### config.mk
export PLATFORM = sky130hd
export DESIGN_NAME = vid_framecheck
export DESIGN_NICKNAME = d
export VERILOG_FILES = /design/src/rtl/vid_framecheck_pkg.sv /design/src/rtl/vid_poscount.sv /design/src/rtl/vid_framecheck.sv
export SDC_FILE = /design/constraint.sdc
export NUM_CORES = 1
export LEC_CHECK = 0
export BUFFER_PORTS_ARGS = -buffer_cell sky130_fd_sc_hd__buf_2
export CAP_MARGIN = 10
export CORE_ASPECT_RATIO = 1.75
export CORE_UTILIZATION = 43
export DETAILED_ROUTE_END_ITERATION = 10
export SYNTH_ARGS = -nofsm -noshare
export SYNTH_HDL_FRONTEND = slang
export SYNTH_SLANG_ARGS = --single-unit
### constraint.sdc
create_clock -name i_clk -period 8.8 [get_ports i_clk]
set_input_delay 1.76 -clock i_clk [delete_from_list [all_inputs] [get_ports i_clk]]
set_output_delay 1.76 -clock i_clk [all_outputs]
set_load 0.01 [all_outputs]
### src/rtl/vid_framecheck_pkg.sv
// Shared widths, error-flag layout and saturating counter helper for the video frame checker.
package vid_framecheck_pkg;

    localparam int unsigned ERR_W = 3;
    localparam int unsigned CNT_W = 16;

    // Sticky status layout, MSB first: {data, vert, horiz}
    typedef struct packed {
        logic data;
        logic vert;
        logic horiz;
    } err_t;

    function automatic logic [CNT_W-1:0] sat_inc(input logic [CNT_W-1:0] v);
        return (v == {CNT_W{1'b1}}) ? v : v + CNT_W'(1);
    endfunction

endpackage

### src/rtl/vid_poscount.sv
// Raster position tracker: x/y of the next expected beat, end-of-line/frame flags,
// and the frame geometry latched at start or end of frame.
module vid_poscount #(
    parameter int unsigned LGFRAME = 12
) (
    input  logic               clk,
    input  logic               rst_n,
    input  logic [LGFRAME-1:0] width,
    input  logic [LGFRAME-1:0] height,
    input  logic               load,
    input  logic               adv,
    input  logic               drop,
    output logic [LGFRAME-1:0] x,
    output logic [LGFRAME-1:0] y,
    output logic               hexp_c,
    output logic               vexp_c
);

    logic [LGFRAME-1:0] wl;
    logic [LGFRAME-1:0] hl;

    assign hexp_c = (x == wl - LGFRAME'(1));
    assign vexp_c = (y == hl - LGFRAME'(1));

    // load marks pixel (0,0) as consumed, so the next beat is x=1
    always_ff @(posedge clk or negedge rst_n) begin
        if (!rst_n) begin
            x  <= '0;
            y  <= '0;
            wl <= '0;
            hl <= '0;
        end else if (load) begin
            wl <= width;
            hl <= height;
            x  <= LGFRAME'(1);
            y  <= '0;
        end else if (drop) begin
            x <= '0;
            y <= '0;
        end else if (adv) begin
            if (hexp_c) begin
                x <= '0;
                if (vexp_c) begin
                    y  <= '0;
                    wl <= width;
                    hl <= height;
                end else begin
                    y <= y + LGFRAME'(1);
                end
            end else begin
                x <= x + LGFRAME'(1);
            end
        end
    end

endmodule

### src/rtl/vid_framecheck.sv
// AXI video-stream sink that locks to frame boundaries, checks TLAST/TUSER framing
// and pixel data, and reports measured geometry, good-frame count and sticky errors.
module vid_framecheck
    import vid_framecheck_pkg::*;
#(
    parameter int unsigned     PW               = 24,
    parameter int unsigned     LGFRAME          = 12,
    parameter logic [PW-1:0]   PIXEL            = '0,
    parameter bit              OPT_TUSER_IS_SOF = 1'b1,
    parameter bit              OPT_CHECK_DATA   = 1'b1
) (
    input  logic               i_clk,
    input  logic               i_reset_n,
    input  logic               S_VID_VALID,
    output logic               S_VID_READY,
    input  logic [PW-1:0]      S_VID_DATA,
    input  logic               S_VID_LAST,
    input  logic               S_VID_USER,
    input  logic [LGFRAME-1:0] i_width,
    input  logic [LGFRAME-1:0] i_height,
    input  logic               i_stall,
    input  logic               i_clear,
    output logic               o_locked,
    output logic [LGFRAME-1:0] o_meas_width,
    output logic [LGFRAME-1:0] o_meas_height,
    output logic [CNT_W-1:0]   o_frames,
    output logic [ERR_W-1:0]   o_err,
    output logic [CNT_W-1:0]   o_err_count
);

    typedef enum logic {
        SEARCH = 1'b0,
        LOCKED = 1'b1
    } state_t;

    state_t             state;
    state_t             state_n;
    logic               ready_r;
    logic               last_q;
    logic [LGFRAME-1:0] x;
    logic [LGFRAME-1:0] y;
    logic               hexp_c;
    logic               vexp_c;
    logic               load;
    logic               adv;
    logic               drop;
    logic               beat;
    logic               origin;
    logic               sof;
    logic               h_err;
    logic               v_err;
    logic               d_err;
    err_t               err;
    err_t               err_n;
    err_t               new_err;
    logic [CNT_W-1:0]   err_cnt;
    logic [CNT_W-1:0]   err_cnt_n;
    logic [CNT_W-1:0]   frames;
    logic [CNT_W-1:0]   frames_n;
    logic [LGFRAME-1:0] meas_w;
    logic [LGFRAME-1:0] meas_w_n;
    logic [LGFRAME-1:0] meas_h;
    logic [LGFRAME-1:0] meas_h_n;

    assign S_VID_READY = ready_r && !i_stall;
    assign beat        = S_VID_VALID && S_VID_READY;
    assign origin      = (x == '0) && (y == '0);

    // In end-of-frame mode the beat after LAST opens the next frame
    assign sof   = OPT_TUSER_IS_SOF ? S_VID_USER : last_q;
    assign h_err = OPT_TUSER_IS_SOF ? (S_VID_LAST != hexp_c) : (S_VID_USER != hexp_c);
    assign v_err = OPT_TUSER_IS_SOF ? (S_VID_USER != origin)
                                    : (S_VID_LAST != (hexp_c && vexp_c));
    assign d_err = OPT_CHECK_DATA && (S_VID_DATA != PIXEL);

    vid_poscount #(
        .LGFRAME (LGFRAME)
    ) u_pos (
        .clk    (i_clk),
        .rst_n  (i_reset_n),
        .width  (i_width),
        .height (i_height),
        .load   (load),
        .adv    (adv),
        .drop   (drop),
        .x      (x),
        .y      (y),
        .hexp_c (hexp_c),
        .vexp_c (vexp_c)
    );

    always_ff @(posedge i_clk or negedge i_reset_n) begin
        if (!i_reset_n) begin
            state   <= SEARCH;
            ready_r <= 1'b0;
            last_q  <= 1'b0;
            err     <= '0;
            err_cnt <= '0;
            frames  <= '0;
            meas_w  <= '0;
            meas_h  <= '0;
        end else begin
            state   <= state_n;
            ready_r <= 1'b1;
            if (beat) begin
                last_q <= S_VID_LAST;
            end
            err     <= err_n;
            err_cnt <= err_cnt_n;
            frames  <= frames_n;
            meas_w  <= meas_w_n;
            meas_h  <= meas_h_n;
        end
    end

    always_comb begin
        state_n  = state;
        load     = 1'b0;
        adv      = 1'b0;
        drop     = 1'b0;
        new_err  = '0;
        frames_n = frames;
        meas_w_n = meas_w;
        meas_h_n = meas_h;

        if (beat) begin
            unique case (state)
                SEARCH: begin
                    if (sof) begin
                        load    = 1'b1;
                        state_n = LOCKED;
                    end
                end
                LOCKED: begin
                    new_err.horiz = h_err;
                    new_err.vert  = v_err;
                    new_err.data  = d_err;
                    if (h_err || v_err) begin
                        // A stray start-of-frame marker is trusted as the new frame origin
                        if (OPT_TUSER_IS_SOF && S_VID_USER) begin
                            load = 1'b1;
                        end else begin
                            drop    = 1'b1;
                            state_n = SEARCH;
                        end
                    end else begin
                        adv = 1'b1;
                        if (hexp_c && !d_err) begin
                            meas_w_n = x + LGFRAME'(1);
                            if (vexp_c) begin
                                meas_h_n = y + LGFRAME'(1);
                                frames_n = frames + CNT_W'(1);
                            end
                        end
                    end
                end
                default: state_n = SEARCH;
            endcase
        end

        // A clear coinciding with a new error leaves only that error recorded
        err_n     = i_clear ? err_t'('0) : err;
        err_cnt_n = i_clear ? '0 : err_cnt;
        if (|new_err) begin
            err_n     = err_n | new_err;
            err_cnt_n = i_clear ? CNT_W'(1) : sat_inc(err_cnt);
        end
    end

    assign o_locked      = (state == LOCKED);
    assign o_meas_width  = meas_w;
    assign o_meas_height = meas_h;
    assign o_frames      = frames;
    assign o_err         = err;
    assign o_err_count   = err_cnt;

endmodule

# Yosys cells after proc, flatten, opt, wreduce, memory -nomap -nowiden
# Index checks and enable logic that the tools add are counted.
[classes] n_eq_ne=7 n_bitwise=3 n_reduce_logical=22 add_sub_neg=6 muxes=40
[op_table] cell="12-bit 2-to-1 mux" count=19
[op_table] cell="16-bit 2-to-1 mux" count=4
[op_table] cell="16-bit by 1-bit adder with 16-bit output (second input constant)" count=2
[op_table] cell="12-bit by 1-bit adder with 12-bit output (second input constant)" count=2
[op_table] cell="12-bit equality test" count=2
[op_table] cell="12-bit zero test" count=2
[op_table] cell="24-bit nonzero test" count=1
[op_table] cell="12-bit by 1-bit subtractor with 12-bit output (second input constant)" count=2
[op_table] cell="16-bit equality test (second input constant)" count=1
[op_table] cell="3-bit 2-to-1 mux" count=4
[op_table] cell="1-bit 2-to-1 mux" count=11
[op_table] cell="4-bit AND reduction" count=2
[op_table] cell="2-bit nonzero test" count=4
[op_table] cell="3-bit nonzero test" count=2
[op_table] cell="5-bit AND reduction" count=1
[op_table] cell="1-bit logical AND" count=4
[op_table] cell="2-bit inequality test (second input constant)" count=2
[op_table] cell="1-bit one-hot mux with 2 select lines" count=2
[op_table] cell="2-bit AND reduction" count=2
[op_table] cell="3-bit OR" count=1
[op_table] cell="3-bit OR reduction" count=1
[op_table] cell="1-bit zero test" count=2
[op_table] cell="1-bit inequality test" count=2
[op_table] cell="1-bit inverter" count=2
[op_table] cell="1-bit logical OR" count=1
[totals] out_inout_bits=61 word_cells=91 ff_bits=109

# Depth between registers and ports, before layout
# Gate-level depths: netlist (run 1).
[depth] ltp_word=10 depth_mapped=13 mapped_depth_nobuf=10

# Modules after synthesis
# From an unflattened synthesis (run 1), not the netlist that was laid out.
[unflattened] cells_unflattened=668 area_unflattened_um2=6482.5
[modules_own_cells] module="vid_framecheck" cells_per_inst=340 area_per_inst_um2=3330.7 instances=1
[modules_own_cells] module="vid_poscount" cells_per_inst=328 area_per_inst_um2=3151.8 instances=1

# Least setup slack after synthesis (run 1)
# Ideal clock, no wire load.
[synth_timing] path_type="input to output" startpoint="in i_stall" endpoint="out S_VID_READY" stages=1 arrival_ns=1.978 setup_slack_ns=5.062 cell_sequence="nor2b_1"
[synth_between] elab_chain_cells=2
[synth_rtl] element="start: declaration" line_no="vid_framecheck.sv:21" source="input logic i_stall,"
[synth_rtl] element="1-bit zero test" line_no="vid_framecheck.sv:65" source="assign S_VID_READY = ready_r && !i_stall;"
[synth_rtl] element="1-bit logical AND" line_no="vid_framecheck.sv:65"
[synth_rtl] element="end: declaration" line_no="vid_framecheck.sv:15" source="output logic S_VID_READY,"
# Every way passes these cells.

# Worst setup path after layout (run 1)
[layout_timing] startpoint="reg u_pos.wl[0]" endpoint="reg u_pos.wl[9]"
[layout_between] elab_chain_cells=9
[layout_rtl] element="start: declaration" line_no="vid_poscount.sv:19" source="logic [LGFRAME-1:0] wl;"
[layout_rtl] element="start signal: assignment" line_no="vid_poscount.sv:33" source="wl <= width;"
[layout_rtl] element="start signal: assignment" line_no="vid_poscount.sv:45" source="wl <= width;"
[layout_rtl] element="12-bit by 1-bit subtractor with 12-bit output (*)" line_no="vid_poscount.sv:22" source="assign hexp_c = (x == wl - LGFRAME'(1));"
[layout_rtl] element="12-bit equality test (*)" line_no="vid_poscount.sv:22"
[layout_rtl] element="1-bit inequality test" line_no="vid_framecheck.sv:71" source="assign h_err = OPT_TUSER_IS_SOF ? (S_VID_LAST != hexp_c) : (S_VID_USER != hexp_c);"
[layout_rtl] element="1-bit logical OR" line_no="vid_framecheck.sv:138" source="if (h_err || v_err) begin"
[layout_rtl] element="1-bit 2-to-1 mux" line_no="vid_framecheck.sv:138"
[layout_rtl] element="1-bit one-hot mux with 2 select lines or 1-bit 2-to-1 mux (tied branches)" line_no="vid_framecheck.sv:127" source="unique case (state)"
[layout_rtl] element="1-bit 2-to-1 mux" line_no="vid_framecheck.sv:126" source="if (beat) begin"
[layout_rtl] element="2-bit inequality test (no line) or 2-bit nonzero test (tied branches)"
[layout_rtl] element="4-bit AND reduction (no line)"
# Mark *: on every way between the ends. The rest lies on a longest branch, timed or not.
# A chain may end at the register's enable or synchronous reset.

==> impl_metrics.tcl, run 1 <==
set metrics [dict create \
    dieHeight_um 165 \
    worst_pin_slew_ps 1160 \
    firstDrtPassIters 4 \
    power_per_cell_area_nw_per_um2 159 \
    path_delay_family "compound AO/OA/AOI/OAI gates" \
    hold_violations 0 \
    design_area_um2 7460 \
    crit_fanout 24 \
    period_minus_slack_ps 4190 \
    antenna_found_initial 1 \
    synth_most_common_cell "dfrtp_1" \
    combPwrFrac_pct 17.1 \
    ys_types 65 \
    die_area_um2 15700 \
    start_util_pct 43.9 \
    cp.required_ps 9040 \
    fin_ws_ps 4610 \
    critPathCaptureType "flop" \
    critical_path_arrival_ps 4420 \
    drcViolationCount 0 \
    power.internal_uw 854 \
    critPathLaunchType "flop" \
    postRouteAntennaNets 0 \
    drive_gt1_share_pct 25.3 \
    synth_top_cell_by_area "dfrtp_1" \
    crit_chain "inv_1, ha_1, and2b_1, a31oi_1, or3_1, a2111oi_4, and3_1, a211oi_1, o21ai_4, mux2_2" \
    max_clock_freq_mhz 239 \
    portBuffers 115 \
    drt_iter0_drc 189 \
    cts_setup_buffers 0 \
    maxSlewHeadroom_pct 22.5 \
    fin_crit_sh_pct 47.6 \
    max_stage_delay_ps 920 \
    ys_top_cells_by_count "109 x dfrtp_1, 45 x xnor2_1, 43 x nand2_1" \
    nets 813 \
    synth_edf_count 0 \
    hold_buffers 0 \
    synth_area_um2 6510 \
    hpwlAfterDp_um 11800 \
    power.switching_uw 335 \
    grtUsageTotal_pct 21.6 \
    cts_tree "yes" \
    cts_sinks 109 \
    placed_cell_area_um2 7150 \
    slew_viol_final 0 \
    io_pins 116 \
    synth-async-reset-ratio_pct 100 \
    maxCapViolCount 0 \
    grt_max_degree 59 \
    outcome "completed" \
    switching_share_pct 28.2 \
    wire_per_inst_um 17.2 \
    synthFlopType "dfrtp_1" \
    finalSetupViolations 0 \
    total_leakage_power_nw 3.61 \
    place_inst 922 \
    hp-class "reg2reg" \
    grt_pass1_vias 5355 \
    crit_slowest_cell "o21ai_4" \
    synth.avg_cell_area_um2 9.85 \
    syn_nets 724 \
    seq_area_frac_synth_pct 41.9 \
    ys.warnings.count 0 \
    crit_buf_inv 1 \
    grt_pass1_wl_um 26300 \
    routed_wl_um 16200 \
    clockRootBuffer "clkbuf_16" \
    skew_ps 13.1 \
    postSynthRegisterBits 109 \
    clkPwrFrac_pct 36.1 \
    cts_resized 0 \
    yosysTopAreaCellShare_pct 41.9 \
    dieWidth_um 95.0 \
    critPathKind "reg2reg" \
    synth_area_leaders "dfrtp_1 42%, xnor2_1 6.1%, mux2_4 4.6%" \
    cts_buffers 9 \
    synthCells 661 \
    finalSetupTns_ps 0 \
    vias 5352 \
    ir_drop_mv 0.0839 \
    area_growth_pct 14.6 \
    pre_cts_slack_ps 4450 \
    seqPwrFrac_pct 46.8 \
    grt_overflow_total 0 \
    stdcell_count 939 \
    rsz0062_at_grt "false" \
    clk_latency_ps 360 \
    htree_levels 3 \
    gp_congestion 0.828 \
    clock_path_buffers 2 \
    rows 59 \
    fp.coreArea_um2 14800 \
    clk_pin_slew_ps 80 \
    post-route-util_pct 50.3 \
    viasPerCell 5.70 \
]
## sequential cells by signal, summed over array words and instances (netlist names)
signal and cells:
o_meas_width 12, o_err 3, o_err_count 16, ready_r 1
u_pos.y 12, u_pos.x 12, o_frames 16, u_pos.hl 12
u_pos.wl 12, o_meas_height 12, o_locked 1
## final timing paths
path / depth (start not counted) / slack [ps] / startpoint / to
worst min-delay path: 2 / 480 / o_meas_width[5]$_DFFE_PN0P_ / o_meas_width[5]$_DFFE_PN0P_
max in group asynchronous: 2 / 6100 / i_reset_n / u_pos.wl[8]$_DFFE_PN0P_
min in group asynchronous: 1 / 1450 / i_reset_n / u_pos.hl[6]$_DFFE_PN0P_
worst min register to register: 2 / 480 / o_meas_width[5]$_DFFE_PN0P_ / o_meas_width[5]$_DFFE_PN0P_
worst max register to register: 10 / 4610 / u_pos.wl[0]$_DFFE_PN0P_ / u_pos.wl[9]$_DFFE_PN0P_
worst max-delay path: 10 / 4610 / u_pos.wl[0]$_DFFE_PN0P_ / u_pos.wl[9]$_DFFE_PN0P_
## logic make-up (layout without fill, tap and decap cells)
logic type | after synthesis | after routing | synth area share (%)
other cells | 1 | 2 | 0.0576
compound gates | 112 | 112 | 11.7
buf+inv | 60 | 154 | 4.19
xor+xnor | 65 | 65 | 8.74
flops | 109 | 109 | 41.9
simple gates | 261 | 261 | 23.0
mux | 45 | 45 | 8.88
fa+ha+maj | 8 | 8 | 1.54
## stage by stage
stage	hold WS (ps)	power, mW
6_report	477	1.19
5_1_grt	510	1.24
3_5_place_dp	465	0.769
4_1_cts	483	1.20
2_1_floorplan	501	0.706
3_3_place_gp	458	0.760
## cells in the final DEF (no fill, tap or decap), types with 20 or more instances in the layout
| master | instances |
|---|---|
| buf_2 | 114 |
| dfrtp_1 | 109 |
| xnor2_1 | 45 |
| nand2_1 | 43 |
| nor2_1 | 39 |
| a21oi_1 | 30 |
| and3_1 | 30 |
| o21ai_0 | 27 |
| nand4_1 | 22 |
| mux2_2 | 22 |
| inv_1 | 21 |
| nand3_1 | 21 |
| xor2_1 | 20 |
| mux2_4 | 20 |
## power by group through the flow
stage | combinational, mW | clock, mW | sequential (mW)
after CTS | 0.205 | 0.441 | 0.556
final | 0.203 | 0.429 | 0.556
after global placement | 0.196 | 0 | 0.564
after floorplan | 0.158 | 0 | 0.548
after detailed placement | 0.204 | 0 | 0.565
after global routing | 0.226 | 0.459 | 0.560
## routing by layer
metal  share of wire, %  GRT usage (%)  vias to the layer above
met2                 55           39.9                      116
met3                3.4           3.59                       21
li1                   -              -                     2571
met4                1.9           8.13                        0
met1                 39           24.1                     2644
met5                  0              0                        -
## area by class of cell
class	instances	area (um2)
fill	1425	7380
clock inverter	4	55.1
sequential	109	2730
timing repair buffer	117	593
tap	183	229
antenna	1	2.50
multi-input combinational	492	3520
inverter	21	78.8
clock buffer	12	256
## worst min-delay path: cells and delay by family (launching register included)
| kind | cells | cell delay [ps] |
|---|---|---|
| DFF | 1 | 340 |
| AOI/OAI and AO/OA | 1 | 60 |
| and+or+nand+nor | 1 | 40 |
Power figures use the tool's default switching activity.
==> inputs of run 2 (changes only) <==
--- a/config.mk
+++ b/config.mk
@@ -10,6 +10,7 @@
 export CORE_ASPECT_RATIO = 1.75
 export CORE_UTILIZATION = 43
 export DETAILED_ROUTE_END_ITERATION = 10
+export PLACE_DENSITY = 0.67
 export SYNTH_ARGS = -nofsm -noshare
 export SYNTH_HDL_FRONTEND = slang
 export SYNTH_SLANG_ARGS = --single-unit
==> constraint.sdc (replaced) <==
create_clock -name i_clk -period 3.6 [get_ports i_clk]
set_input_delay 0.72 -clock i_clk [delete_from_list [all_inputs] [get_ports i_clk]]
set_output_delay 0.72 -clock i_clk [all_outputs]
set_load 0.01 [all_outputs]
==> run 2 against run 1 <==
  * Worst setup slack got worse by 4400 ps
  * Combinational power increased to 2.7 times the previous value
  * Final area is 2.6% higher
  * Largest cell class unchanged
  * Sequential cell count unchanged
  * Sequential power rose by 140%
  * Maximum frequency rose by 23%
  * Power up 140%
  * Cell count grew 2.6%
==> impl_metrics.tcl, run 2 (synthesis results as in run 1) <==
set metrics [dict create \
    skew_ps 13.1 \
    ir_drop_mv 0.275 \
    firstDrtPassIters 4 \
    grt_max_degree 64 \
    viasPerCell 5.78 \
    maxSlewHeadroom_pct 42.2 \
    power.internal_mw 2.02 \
    clk_pin_slew_ps 80 \
    grt_pass1_vias 5552 \
    die_area_um2 15700 \
    switching_share_pct 29.5 \
    drive_gt1_share_pct 27.9 \
    hp-class "in2async" \
    slew_viol_final 0 \
    critical_path_arrival_ps 3650 \
    outcome "completed" \
    power_per_cell_area_nw_per_um2 374 \
    vias 5562 \
    drcViolationCount 0 \
    critPathCaptureType "flop" \
    crit_chain "inv_1, ha_1, and2b_1, a31oi_1, or3_1, a2111oi_4, a31oi_2, nor3b_4, buf_4, nor3_1, mux2_2" \
    routed_wl_um 16300 \
    multi_input_area_um2 3520 \
    clock_path_buffers 2 \
    fin_ws_ps 190 \
    pre_cts_slack_ps -77.9 \
    clk_latency_ps 350 \
    crit_fanout 23 \
    grt_pass1_wl_um 26600 \
    dieHeight_um 165 \
    maxCapViolCount 0 \
    antenna_found_initial 0 \
    mostFrequentLayoutCells "114 x buf_2, 109 x dfrtp_1, 45 x xnor2_1, 43 x nand2_1, 39 x nor2_1" \
    portBuffers 115 \
    fp.coreArea_um2 14800 \
    rows 59 \
    grt_overflow_total 0 \
    n_antenna_cell 0 \
    critPathKind "reg2reg" \
    cts_tree "yes" \
    max_stage_delay_ps 730 \
    cts_buffers 9 \
    period_minus_slack_ps 3410 \
    nFillCells 1363 \
    cts_setup_buffers 0 \
    hpwlAfterDp_um 12100 \
    critPathLaunchType "flop" \
    gp_congestion 0.853 \
    cts_sinks 109 \
    place_inst 948 \
    postRouteAntennaNets 0 \
    layout_commonest_cell "buf_2" \
    crit_buf_inv 2 \
    io_pins 116 \
    wire_per_inst_um 16.9 \
    rsz0062_at_grt "false" \
    start_util_pct 43.9 \
    area_growth_pct 17.6 \
    path_delay_family "simple AND/OR/NAND/NOR gates" \
    hold_violations 0 \
    regArea_um2 2730 \
    power.switching_uw 845 \
    crit_slowest_cell "nor3b_4" \
    total_leakage_power_nw 3.73 \
    clockRootBuffer "clkbuf_16" \
    dieWidth_um 95.0 \
    power_mw 2.86 \
    worst_pin_slew_ps 867 \
    stdcell_count 963 \
    fin_crit_sh_pct 94.7 \
    htree_levels 3 \
    nets 839 \
    drt_iter0_drc 247 \
    finalSetupTns_ps 0 \
    clkPwrFrac_pct 33.3 \
    grtUsageTotal_pct 21.7 \
    max_clock_freq_mhz 293 \
    finalSetupViolations 0 \
    cp.required_ps 3840 \
    seqPwrFrac_pct 47.4 \
    combPwrFrac_pct 19.3 \
]
-- run 2: final cells by class --
type                       instances  area share [%]
tap                              183            2.99
sequential                       109            35.6
clock inverter                     6           0.621
timing repair buffer             143            10.8
inverter                          21            1.03
clock buffer                       9            2.94
multi-input combinational        492            46.0
-- run 2: worst paths after layout --
path	startpoint	endpoint	slack [ps]	depth (start not counted)
worst max-delay path	u_pos.wl[1]$_DFFE_PN0P_	o_err_count[13]$_DFFE_PN0P_	190	11
worst min-delay path	i_reset_n	u_pos.hl[4]$_DFFE_PN0P_	460	1
worst max register to register	u_pos.wl[1]$_DFFE_PN0P_	o_err_count[13]$_DFFE_PN0P_	190	11
worst min register to register	o_meas_width[2]$_DFFE_PN0P_	o_meas_width[2]$_DFFE_PN0P_	470	2
max in group asynchronous	i_reset_n	u_pos.wl[8]$_DFFE_PN0P_	2400	2
min in group i_clk	o_meas_width[2]$_DFFE_PN0P_	o_meas_width[2]$_DFFE_PN0P_	470	2
-- run 2: power groups by stage --
stage / Clock [mW] / Combinational (mW) / Sequential, mW
detailed placement: 0 / 0.545 / 1.38
floorplan: 0 / 0.385 / 1.34
global placement: 0 / 0.523 / 1.37
CTS: 0.971 / 0.549 / 1.35
finish: 0.953 / 0.552 / 1.36
global route: 1.03 / 0.606 / 1.36
-- run 2: metal layers --
metal	wire length (um)	global-route usage, %	vias to the layer above
li1	-	-	2636
met1	6420	24.8	2754
met2	8840	39.2	141
met3	627	3.96	31
met4	399	8.47	0
met5	0	0	-
-- run 2: repair_timing --
item | CTS | global route
hold buffers | 0 | 0
resized for setup | 1 | 1
gates cloned | 0 | 0
endpoints found under the setup margin | 1 | 24
-- run 2: stage by stage --
step                utilization, %  hold slack [ps]  area, um2
CTS                           51.6              481       7650
global route                  51.6              502       7660
finish                        51.6              465       7660
detailed placement            49.7              465       7370
global placement              49.7              456       7370
floorplan                        -              424       6510
==> inputs of run 3 (changes only) <==
--- a/config.mk
+++ b/config.mk
@@ -9,8 +9,8 @@
 export CAP_MARGIN = 10
 export CORE_ASPECT_RATIO = 1.75
 export CORE_UTILIZATION = 43
+export CTS_CLUSTER_SIZE = 12
 export DETAILED_ROUTE_END_ITERATION = 10
-export PLACE_DENSITY = 0.67
 export SYNTH_ARGS = -nofsm -noshare
 export SYNTH_HDL_FRONTEND = slang
 export SYNTH_SLANG_ARGS = --single-unit
==> constraint.sdc (replaced) <==
create_clock -name i_clk -period 3.15 [get_ports i_clk]
set_input_delay 0.63 -clock i_clk [delete_from_list [all_inputs] [get_ports i_clk]]
set_output_delay 0.63 -clock i_clk [all_outputs]
set_load 0.01 [all_outputs]
==> run 3 against run 2 <==
  * The run now ends with negative setup slack left
  * Global-route usage is 1.0 points higher
  * Highest routed layer unchanged
  * Via count is 1.2% higher
  * Register-to-register slack worse by 220 ps
  * Maximum frequency is 7.2% higher
  * Largest power group unchanged
  * Clock power is 20% higher
  * Routed wire length is 6.1% higher
==> impl_metrics.tcl, run 3 (synthesis results as in run 1) <==
set metrics [dict create \
    outcome "finished with violations" \
    failed_checks "negative setup slack" \
    dieWidth_um 95.0 \
    hpwlAfterDp_um 12900 \
    rsz0062_at_grt "true" \
    grt_max_degree 54 \
    multi_input_area_um2 3630 \
    finalSetupTns_ps -450 \
    maxCapViolCount 0 \
    cts_tree "yes" \
    vias 5627 \
    nFillCells 1352 \
    n_antenna_cell 0 \
    hold_buffers 0 \
    period_minus_slack_ps 3180 \
    grtUsageTotal_pct 22.7 \
    cp.required_ps 3370 \
    area_growth_pct 23.3 \
    routed_wl_um 17300 \
    place_inst 968 \
    total_leakage_power_nw 3.93 \
    firstDrtPassIters 5 \
    portBuffers 115 \
    htree_levels 3 \
    crit_slowest_cell "dfrtp_1" \
    gp_congestion 0.867 \
    drcViolationCount 0 \
    max_clock_freq_mhz 314 \
    grt_overflow_total 0 \
    mostFrequentLayoutCells "114 x buf_2, 109 x dfrtp_1, 46 x buf_4, 45 x xnor2_1, 42 x nand2_1" \
    rows 59 \
    power_mw 3.41 \
    wire_per_inst_um 17.5 \
    clockRootBuffer "clkbuf_16" \
    use_met1_pct 24.2 \
    hold_ws_ps 265 \
    postRouteAntennaNets 0 \
    clock_path_buffers 2 \
    slew_viol_final 0 \
    grt.busiest_layer "met2" \
    stdcell_count 989 \
    drive_gt1_share_pct 31.9 \
    post-route-util_pct 54.1 \
    dieHeight_um 165 \
    maxSlewHeadroom_pct 60.3 \
    clk_latency_ps 350 \
    clk_pin_slew_ps 70 \
    fp.coreArea_um2 14800 \
    grt_pass1_vias 5739 \
    hold_violations 0 \
    fin_crit_sh_pct 101 \
    drt_iter0_drc 177 \
    regArea_um2 2730 \
    skew_ps 10.8 \
    grt_use_met2_pct 43.4 \
    cts_buffers 9 \
    antenna_found_initial 0 \
    hp-class "in2async" \
    worst_pin_slew_ps 591 \
    layout_commonest_cell "buf_2" \
    crit_buf_inv 3 \
    path_delay_family "compound AO/OA/AOI/OAI gates" \
    ir_drop_mv 0.231 \
    cts_sinks 109 \
    start_util_pct 43.9 \
    die_area_um2 15700 \
    finalSetupViolations 23 \
    critPathLaunchType "flop" \
    crit_chain "nor4_4, buf_4, a211oi_1, mux2i_1, o21ai_1, and4_2, buf_4, o31ai_4, o21ai_4, buf_12, mux2_4" \
    viasPerCell 5.69 \
    crit_fanout 11 \
    critPathCaptureType "flop" \
    fin_ws_ps -31.0 \
    io_pins 116 \
    critPathKind "reg2reg" \
    grtUsageMet3_pct 2.99 \
    nets 865 \
    grt_pass1_wl_um 27700 \
    critical_path_arrival_ps 3400 \
    crit_top_cell "buf_4" \
    max_stage_delay_ps 500 \
    power_per_cell_area_nw_per_um2 424 \
]
-- run 3: cell count changes in the layout (fill, tap and decap cells not counted), moves of 2 or more --
| cell | before | now |
|---|---|---|
| buf_4 | 26 | 46 |
| o21ai_0 | 27 | 25 |
| buf_12 | 3 | 5 |
| mux2_2 | 22 | 19 |
| o21ai_1 | 1 | 3 |
| buf_6 | 0 | 3 |
| nor4_1 | 18 | 16 |
| mux2_4 | 20 | 23 |
| nor4_4 | 0 | 2 |
-- run 3: metal layers --
layer / vias to the layer above / routed length, um
met5: - / 0
met4: 0 / 556
met2: 113 / 9690
met3: 40 / 441
li1: 2685 / -
met1: 2789 / 6590
-- run 3: worst register-to-register path: cells and delay by family, from the launching register on --
kind                   cells  cell delay (ps)
AO/OA/AOI/OAI              4              810
AND/OR/NAND/NOR            2              780
buffers and inverters      3              540
flip-flops                 1              500
multiplexers               2              440
-- run 3: report_power, final --
part / switching (mW) / internal (mW) / leakage (nW)
Sequential: 0.0779 / 1.45 / 1.50
Clock: 0.525 / 0.618 / 0.139
Combinational: 0.381 / 0.355 / 2.29
-- run 3: area by class of cell --
| cell class | instances | area share [%] |
|---|---|---|
| Tap cell | 183 | 2.85 |
| Timing Repair Buffer | 169 | 13.4 |
| Sequential cell | 109 | 34.0 |
| Clock inverter | 5 | 0.748 |
| Clock buffer | 10 | 2.85 |
| Inverter | 21 | 0.981 |
| Multi-Input combinational cell | 492 | 45.2 |
-- run 3: path summary, 6_finish.rpt --
| check | from | slack, ps | to | cells past startpoint |
|---|---|---|---|---|
| worst min-delay path | i_reset_n | 260 | u_pos.hl[4]$_DFFE_PN0P_ | 1 |
| worst max register to register | u_pos.wl[3]$_DFFE_PN0P_ | -30 | u_pos.wl[8]$_DFFE_PN0P_ | 11 |
| min in group i_clk | o_meas_width[8]$_DFFE_PN0P_ | 480 | o_meas_width[8]$_DFFE_PN0P_ | 2 |
| worst min register to register | o_meas_width[8]$_DFFE_PN0P_ | 480 | o_meas_width[8]$_DFFE_PN0P_ | 2 |
| max in group asynchronous | i_reset_n | 2210 | u_pos.x[6]$_DFFE_PN0P_ | 2 |
| worst max-delay path | u_pos.wl[3]$_DFFE_PN0P_ | -30 | u_pos.wl[8]$_DFFE_PN0P_ | 11 |
-- run 3: per-stage QoR --
stage | instance area (um2) | worst slack (ps)
6_report | 8030 | -31.0
5_1_grt | 8030 | -155
4_1_cts | 7900 | 4.96
3_5_place_dp | 7550 | -233
3_3_place_gp | 7550 | -123
2_1_floorplan | 6510 | 127
-- run 3: repair_timing --
item	4_1_cts	5_1_grt
setup buffers	3	3
endpoints found under the setup margin	46	51
resized for setup	7	20
pin swaps	3	5
gates cloned	0	1
